===== src/rtl/fetch_prefetch.sv =====
// fetch_prefetch: pipelined Wishbone instruction fetch with a prefetch FIFO feeding DECODE.
// Optional error response path is enabled by defining FETCH_ERR_EN.
module fetch_prefetch #(
    parameter int unsigned G_ADDR_SIZE = 16,
    parameter int unsigned G_DATA_SIZE = 16,
    parameter int unsigned G_DEPTH     = 4
) (
    input  logic                   clk_i,
    input  logic                   rst_i,
    output logic                   wb_cyc_o,
    output logic                   wb_stb_o,
    input  logic                   wb_stall_i,
    output logic [G_ADDR_SIZE-1:0] wb_addr_o,
    input  logic                   wb_ack_i,
    input  logic [G_DATA_SIZE-1:0] wb_data_i,
`ifdef FETCH_ERR_EN
    input  logic                   wb_err_i,
    output logic                   dc_err_o,
`endif
    output logic                   dc_valid_o,
    input  logic                   dc_ready_i,
    output logic [G_ADDR_SIZE-1:0] dc_addr_o,
    output logic [G_DATA_SIZE-1:0] dc_data_o,
    input  logic                   dc_valid_i,
    input  logic [G_ADDR_SIZE-1:0] dc_addr_i
);

    localparam int unsigned PTR_W = $clog2(G_DEPTH);
    localparam int unsigned CNT_W = PTR_W + 1;
    localparam int unsigned SUM_W = CNT_W + 1;

    typedef enum logic [1:0] {S_IDLE, S_FLUSH, S_RUN} state_t;

    state_t                 r_state;
    logic [G_ADDR_SIZE-1:0] r_req_pc;
    logic [G_ADDR_SIZE-1:0] r_rsp_pc;
    logic [CNT_W-1:0]       r_out;
    logic [CNT_W-1:0]       r_count;
    logic [PTR_W-1:0]       r_rd;
    logic [PTR_W-1:0]       r_wr;
    logic [G_ADDR_SIZE-1:0] r_mem_addr [G_DEPTH];
    logic [G_DATA_SIZE-1:0] r_mem_data [G_DEPTH];
`ifdef FETCH_ERR_EN
    logic                   r_mem_err  [G_DEPTH];
    logic                   r_err_block;
`endif

    logic                   w_run;
    logic                   w_accept;
    logic                   w_rsp_in;
    logic                   w_resp;
    logic                   w_err;
    logic                   w_block;
    logic                   w_pop;
    logic                   w_credit;
    logic                   w_issue;
    logic [CNT_W-1:0]       w_out_next;
    logic [CNT_W-1:0]       w_cnt_next;
    logic [CNT_W-1:0]       w_remain;
    logic [PTR_W-1:0]       w_rd_next;
    logic [G_DATA_SIZE-1:0] w_push_data;

    assign wb_addr_o = r_req_pc;
    assign w_run     = (r_state == S_RUN);
    assign w_accept  = wb_stb_o && !wb_stall_i;
    assign w_pop     = dc_valid_o && dc_ready_i;

`ifdef FETCH_ERR_EN
    assign w_rsp_in = wb_ack_i || wb_err_i;
    assign w_err    = w_resp && wb_err_i;
    assign w_block  = r_err_block || w_err;
`else
    assign w_rsp_in = wb_ack_i;
    assign w_err    = 1'b0;
    assign w_block  = 1'b0;
`endif

    // Responses are stored only while something is in flight and no redirect is arriving.
    assign w_resp      = w_run && !dc_valid_i && w_rsp_in && (r_out != '0);
    assign w_push_data = w_err ? '0 : wb_data_i;

    assign w_out_next = r_out + CNT_W'(w_accept) - CNT_W'(w_resp);
    assign w_cnt_next = r_count + CNT_W'(w_resp) - CNT_W'(w_pop);
    assign w_credit   = (SUM_W'(w_out_next) + SUM_W'(w_cnt_next)) < SUM_W'(G_DEPTH);
    assign w_issue    = w_credit && !w_block;
    assign w_rd_next  = r_rd + PTR_W'(w_pop);
    assign w_remain   = r_count - CNT_W'(w_pop);

    // FIFO storage, no reset needed: occupancy is tracked by r_count.
    always_ff @(posedge clk_i) begin
        if (w_resp) begin
            r_mem_addr[r_wr] <= r_rsp_pc;
            r_mem_data[r_wr] <= w_push_data;
`ifdef FETCH_ERR_EN
            r_mem_err[r_wr]  <= w_err;
`endif
        end
    end

    // Control FSM, bus request side and registered DECODE head.
    always_ff @(posedge clk_i or posedge rst_i) begin
        if (rst_i) begin
            r_state    <= S_IDLE;
            wb_cyc_o   <= 1'b0;
            wb_stb_o   <= 1'b0;
            r_req_pc   <= '0;
            r_rsp_pc   <= '0;
            r_out      <= '0;
            r_count    <= '0;
            r_rd       <= '0;
            r_wr       <= '0;
            dc_valid_o <= 1'b0;
            dc_addr_o  <= '0;
            dc_data_o  <= '0;
`ifdef FETCH_ERR_EN
            dc_err_o    <= 1'b0;
            r_err_block <= 1'b0;
`endif
        end else if (dc_valid_i) begin
            r_state    <= S_FLUSH;
            wb_cyc_o   <= 1'b0;
            wb_stb_o   <= 1'b0;
            r_req_pc   <= dc_addr_i;
            r_rsp_pc   <= dc_addr_i;
            r_out      <= '0;
            r_count    <= '0;
            r_rd       <= '0;
            r_wr       <= '0;
            dc_valid_o <= 1'b0;
`ifdef FETCH_ERR_EN
            dc_err_o    <= 1'b0;
            r_err_block <= 1'b0;
`endif
        end else begin
            case (r_state)
                S_IDLE: begin
                    r_state <= S_IDLE;
                end
                S_FLUSH: begin
                    r_state  <= S_RUN;
                    wb_stb_o <= 1'b1;
                    wb_cyc_o <= 1'b1;
                end
                S_RUN: begin
                    if (w_accept) begin
                        r_req_pc <= r_req_pc + G_ADDR_SIZE'(1);
                    end
                    if (w_resp) begin
                        r_wr     <= r_wr + PTR_W'(1);
                        r_rsp_pc <= r_rsp_pc + G_ADDR_SIZE'(1);
                    end
                    r_rd     <= w_rd_next;
                    r_out    <= w_out_next;
                    r_count  <= w_cnt_next;
                    wb_stb_o <= w_issue;
                    wb_cyc_o <= w_issue || (w_out_next != '0);
`ifdef FETCH_ERR_EN
                    r_err_block <= w_block;
`endif
                    // Head comes from storage unless the FIFO drains, then from the incoming response.
                    if (w_remain != '0) begin
                        dc_valid_o <= 1'b1;
                        dc_addr_o  <= r_mem_addr[w_rd_next];
                        dc_data_o  <= r_mem_data[w_rd_next];
`ifdef FETCH_ERR_EN
                        dc_err_o   <= r_mem_err[w_rd_next];
`endif
                    end else if (w_resp) begin
                        dc_valid_o <= 1'b1;
                        dc_addr_o  <= r_rsp_pc;
                        dc_data_o  <= w_push_data;
`ifdef FETCH_ERR_EN
                        dc_err_o   <= w_err;
`endif
                    end else begin
                        dc_valid_o <= 1'b0;
`ifdef FETCH_ERR_EN
                        dc_err_o   <= 1'b0;
`endif
                    end
                end
                default: begin
                    r_state <= S_IDLE;
                end
            endcase
        end
    end

    // The credit rule must make a push into a full FIFO impossible.
    assert property (@(posedge clk_i) disable iff (rst_i)
        !(w_resp && !w_pop && (r_count == CNT_W'(G_DEPTH))));

    assert property (@(posedge clk_i) disable iff (rst_i)
        (r_out <= CNT_W'(G_DEPTH)));

endmodule


===== config.mk =====
export PLATFORM = sky130hd
export DESIGN_NAME = fetch_prefetch
export DESIGN_NICKNAME = d
export VERILOG_FILES = /design/src/rtl/fetch_prefetch.sv
export SDC_FILE = /design/constraint.sdc
export NUM_CORES = 1
export LEC_CHECK = 0
export CAP_MARGIN = 5
export CELL_PAD_IN_SITES_DETAIL_PLACEMENT = 1
export CELL_PAD_IN_SITES_GLOBAL_PLACEMENT = 1
export CORE_MARGIN = 4
export CORE_UTILIZATION = 25
export CTS_CLUSTER_DIAMETER = 60
export DETAILED_ROUTE_END_ITERATION = 16
export PLACE_DENSITY_LB_ADDON = 0.1
export SLEW_MARGIN = 25
export SYNTH_ARGS = -nofsm -noshare
export SYNTH_HDL_FRONTEND = slang
export SYNTH_SLANG_ARGS = --single-unit

===== constraint.sdc =====
create_clock -name clk_i -period 3.5 [get_ports clk_i]
set_clock_uncertainty 0.1 [all_clocks]
set_input_delay 0.7 -clock clk_i [delete_from_list [all_inputs] [get_ports clk_i]]
set_output_delay 0.7 -clock clk_i [all_outputs]
set_load 0.005 [all_outputs]

After elaboration in Yosys (flattened, before gate mapping). Memories as Yosys holds them, arrays and structs flattened. Index checks and enable logic that the tools add are counted.

Add/subtract/negate cells: 10. Reduce and logical (&&, ||, !) cells: 19. Bitwise operators: 1. Equality and inequality tests: 3. Multiplexer cells: 30. Magnitude comparators: 1.

Operators by type and width (number): 2-to-1 mux 16 bit (10); adder 16 x 1 -> 16 bit (second input constant) (2); 2-to-1 mux 2 bit (6); 2-to-1 mux 3 bit (4); nonzero test 3 bit (4); subtractor 3 x 1 -> 3 bit (3); nonzero test 2 bit (4); 2-to-1 mux 1 bit (7); adder 3 x 1 -> 3 bit (2); logical AND 1 bit (5); adder 3 x 3 -> 4 bit (1); less-than comparator 4 x 3 -> 1 bit (second input constant) (1); one-hot mux 1 bit (2 select lines) (2); one-hot mux 2 bit (2 select lines) (1); AND reduction 2 bit (2); AND reduction 3 bit (1); adder 2 x 1 -> 2 bit (1); adder 2 x 1 -> 2 bit (second input constant) (1); == test 2 x 1 -> 1 bit (second input constant) (1); == test 2 bit (second input constant) (1); logical NOT 1 bit (2); inequality test 2 bit (second input constant) (1); logical OR 1 bit (1); inverter 1 bit (1).

Memories kept: 2. Register bits after elaboration: 79. Bits of input ports: 38. Word-level logic and storage cells: 78. Memory bits (writable): 128. Output and inout port bits: 51.

Memory list: r_mem_addr (depth 4, bits a word 16, rd ports 1, clocked after Yosys merged registers in 0, wr ports 1, RTL line 41) `logic [G_ADDR_SIZE-1:0] r_mem_addr [G_DEPTH];`; r_mem_data (depth 4, bits a word 16, rd ports 1, clocked after Yosys merged registers in 0, wr ports 1, RTL line 42) `logic [G_DATA_SIZE-1:0] r_mem_data [G_DEPTH];`.

Longest topological paths before layout.
Depth in word-level cells: 11. Gate-level depth with buffers: 16. Depth with buffers taken out: 14.

Worst setup path after synthesis. Ideal clock, no wire load.

Kind: input port to flip-flop. Start: input wb_ack_i. End: register wb_cyc_o. Path buffers: 2. Library setup time: 0.137 ns. Arrival time: 3.521 ns. Slack: -0.257 ns. Required time: 3.263 ns. Cell stages on the path: 16. Path through: nand3b_1 > nor3_1 > clkbuf_1 > clkbuf_1 > inv_1 > ha_1 > inv_1 > ha_1 > inv_1 > fa_1 > inv_1 > ha_1 > nand3_1 > and3_1 > a32oi_1 > o21ai_0.

Longest elaborated chain between the ends: 9. Elaborated cells between the ends (all ways): 11. Those cells by class: add/sub (4); order compare (1); mux (2); reduce/logical (4).

RTL lines: from (decl) (RTL line 14) `input logic wb_ack_i,`; logical AND 1 bit * (2 in series) (RTL line 79) `assign w_resp = w_run && !dc_valid_i && w_rsp_in && (r_out != '0);`; adder 3 x 1 -> 3 bit (RTL line 83) `assign w_cnt_next = r_count + CNT_W'(w_resp) - CNT_W'(w_pop);`; subtractor 3 x 1 -> 3 bit (RTL line 83); adder 3 x 3 -> 4 bit (RTL line 84) `assign w_credit = (SUM_W'(w_out_next) + SUM_W'(w_cnt_next)) < SUM_W'(G_DEPTH);`; less-than comparator 4 x 3 -> 1 bit (RTL line 84); logical OR 1 bit * (RTL line 156) `wb_cyc_o <= w_issue || (w_out_next != '0);`; one-hot mux 1 bit (2 select lines) * (RTL line 135) `case (r_state)`; 2-to-1 mux 1 bit * (RTL line 119) `end else if (dc_valid_i) begin`; to (signal assigned) (RTL line 156); to (decl) (RTL line 10) `output logic wb_cyc_o,`.

Every way passes the cells marked *; elsewhere a longest branch is shown, timed or not. A chain may end at the register's enable or synchronous reset.

Worst setup path after layout. Same ends and word-level chain as after synthesis.

==> flow_metrics.py <==
metrics = {
    "critical_path": {
        "critical_path_class": "in -> reg",
        "slowest_stage": "fa_1",
        "cp_max_fo": 2,
        "cpMostUsedCell": "inv_1",
        "worstPathRequired_ns": 3.79,
        "path_buf_inv": 5,
        "arrival_ns": 3.47,
        "path_depth": 15,
        "rr_worst_depth": 14,
        "worstSetupEndpointType": "register",
        "crit_chain": "clkdlybuf4s50_1, nand3b_1, nor3_4, inv_1, ha_1, inv_1, ha_1, inv_1, fa_1, inv_1, ha_1, nand3_1, and3_1, a32oi_1, o21ai_0",
        "cp-start-kind": "input pin",
        "critical_path.max_stage_delay_ns": 0.50,
        "cp_top_family": "adder cells",
    },
    "yosys": {
        "syn_nets": 682,
        "synthDistinctLibCells": 52,
        "ys.flop_type": "edfxtp_1",
        "syn_area_per_cell_um2": 14.0,
        "ys_seq_area_share_pct": 65.8,
        "synth_edf_count": 128,
        "synthArstFlopShare_pct": 38.2,
        "syn_inst": 630,
        "synth.ff_latch_count": 207,
        "ys.warnings.count": 0,
        "syn-cell-area_um2": 8850,
    },
    "run": {
        "max_cap_violations": 0,
    },
    "global_route": {
        "grt_pass1_wl_um": 37700,
        "grt_pass1_vias": 6301,
        "antenna_found_initial": 0,
        "grt_max_degree": 38,
        "grt_usage_pct": 12.5,
        "gr-total-overflow": 0,
    },
    "drt": {
        "avgRoutedWirePerCell_um": 19.7,
        "first_iter_violations": 240,
        "viasPerCell": 4.60,
        "routed_wl_um": 24100,
        "drc": 0,
        "ant_nets": 0,
        "dr.pass1.iters": 4,
        "vias": 5627,
    },
    "timing": {
        "final_max_slew_viol_count": 0,
        "fmax_mhz": 314,
        "hold_violations": 0,
        "worst_pin_slew_ns": 0.955,
        "period_share_pct": 91.0,
        "final-setup-viol-count": 0,
        "period_needed_ns": 3.18,
        "rsz0062_at_grt": "no",
        "max_slew_margin_pct": 36.2,
        "worst_slack_ns": 0.316,
    },
    "floorplan": {
        "die_w_um": 196,
        "coreArea_um2": 34700,
        "row_count": 68,
        "start_util_pct": 25.5,
        "die_h_um": 196,
        "io_pins": 89,
        "dieArea_um2": 38500,
    },
    "clock_network": {
        "clock_latency_ns": 0.53,
        "numClockSinks": 207,
        "clock_path_buffers": 3,
        "cts_tree": "built",
        "htreeDepth": 1,
        "numCtsBuffers": 28,
        "cts-hold-fix-buffers": 0,
        "root_buffer": "clkbuf_16",
        "clk_pin_slew_worst_paths_ns": 0.06,
    },
    "power": {
        "p_leak_nw": 4.13,
        "vdd_drop_max_uv": 361,
        "power_density_nw_per_um2": 604,
    },
    "min_path": {
        "hold_class": "in -> async",
    },
    "cells_and_area": {
        "drive_above_1_share_pct": 17.0,
        "antenna_cells": 0,
        "layout_common_cells": "128 x edfxtp_1, 88 x clkdlybuf4s50_1, 79 x dfrtp_1, 65 x nand2_1, 36 x a31oi_1",
        "final_common_cell": "edfxtp_1",
        "syn_to_final_growth_pct": 29.7,
        "nets": 799,
        "num-fill-cells": 3692,
        "finish.utilization_pct": 33.1,
    },
    "status": {
        "status": "completed",
    },
    "placement": {
        "place_congestion": 0.685,
        "pre_cts_slack_ns": -0.250,
        "hpwl_um": 15900,
        "portBuffers": 88,
    },
}
metrics by stage:
stage	instance area, um2	hold WS [ns]	instances	TNS (ns)	power [mW]
2_1_floorplan	8860	0.379	630	0	3.47
6_report	11500	0.408	1224	0	6.94
3_5_place_dp	10500	0.394	1172	-0.450	4.18
5_1_grt	11500	0.432	1224	0	7.29
3_3_place_gp	10500	0.385	1172	-0.311	4.15
4_1_cts	11500	0.410	1224	0	7.07
worst paths after layout:
kind,startpoint,to,slack (ns)
max,wb_ack_i,wb_cyc_o,0.32
min,rst_i,wb_addr_o[12],0.41
max reg2reg,r_state[0],wb_cyc_o,0.38
min reg2reg,dc_addr_o[4],dc_addr_o[4],0.41
max in group asynchronous,rst_i,dc_data_o[11],2.17
min in group clk_i,dc_addr_o[4],dc_addr_o[4],0.41
worst reg2reg max path, cell delays in order (launching register included):
cell and delay, ns:
dfrtp_1 0.48, nand3b_1 0.26, nor3_4 0.15, inv_1 0.09
ha_1 0.29, inv_1 0.05, ha_1 0.13, inv_1 0.04
fa_1 0.50, inv_1 0.05, ha_1 0.27, nand3_1 0.07
and3_1 0.18, a32oi_1 0.22, o21ai_0 0.12
per-layer routing:
layer | GRT usage, % | routed length (um)
met1 | 17.0 | 11300
met5 | 0 | 0
met2 | 21.0 | 11500
met4 | 2.72 | 498
met3 | 2.10 | 736
kinds of logic after synthesis:
logic type               after synthesis  synth area share [%]
AO/OA/AOI/OAI                         91                  6.57
XOR/XNOR                              26                  2.73
adder cells (fa/ha/maj)               14                  2.15
buffers and inverters                 56                  2.46
flip-flops                           207                  65.8
multiplexers                          45                  9.74
AND/OR/NAND/NOR                      191                  10.6
synthesized netlist by cell type, drive strengths merged (4+ instances only):
cell | number | area (um2)
and2 | 5 | 31.3
mux2 | 9 | 101
and3 | 5 | 31.3
dfrtp | 79 | 1980
xor2 | 10 | 87.6
mux2i | 4 | 40.0
inv | 20 | 75.1
a31oi | 36 | 225
mux4 | 32 | 721
nand4 | 10 | 62.6
a22oi | 6 | 45.0
or4 | 4 | 30.0
nand3 | 10 | 50.1
clkbuf | 28 | 106
o21ai | 10 | 50.0
nor2 | 27 | 101
a21oi | 19 | 95.1
ha | 12 | 150
or3 | 8 | 50.1
nor3 | 36 | 180
edfxtp | 128 | 3840
nand2 | 65 | 244
xnor2 | 15 | 131
buf | 8 | 36.3
nor4 | 6 | 37.5
power breakdown:
group,total [mW],switching (mW),internal (mW)
Clock,2.85,1.08,1.77
Combinational,1.05,0.418,0.628
Sequential,3.05,0.205,2.84
state kept, by name, indices dropped and copies added, names as in the netlist:
| signal | count |
|---|---|
| dc_addr_o | 16 |
| dc_data_o | 16 |
| dc_valid_o | 1 |
| r_count | 3 |
| r_mem_addr | 64 |
| r_mem_data | 64 |
| r_out | 3 |
| r_rd | 2 |
| r_rsp_pc | 16 |
| r_state | 2 |
| r_wr | 2 |
| wb_addr_o | 16 |
| wb_cyc_o | 1 |
| wb_stb_o | 1 |
cell type report:
| cell class | instances | area, um2 | area share (%) |
|---|---|---|---|
| Tap cell | 455 | 569 | 4.96 |
| Multi-Input combinational cell | 367 | 2850 | 24.8 |
| Clock buffer | 38 | 810 | 7.05 |
| Sequential cell | 207 | 5820 | 50.7 |
| Inverter | 20 | 76.3 | 0.665 |
| Timing Repair Buffer | 123 | 1220 | 10.6 |
| Clock inverter | 14 | 136 | 1.19 |
timing repair:
item / 4_1_cts / 5_1_grt
endpoints found under the setup margin: 0 / 1
setup buffers: 0 / 0
endpoints found under the hold margin: 0 / 0
resized for setup: 0 / 1
(Power assumes the default switching activity.)
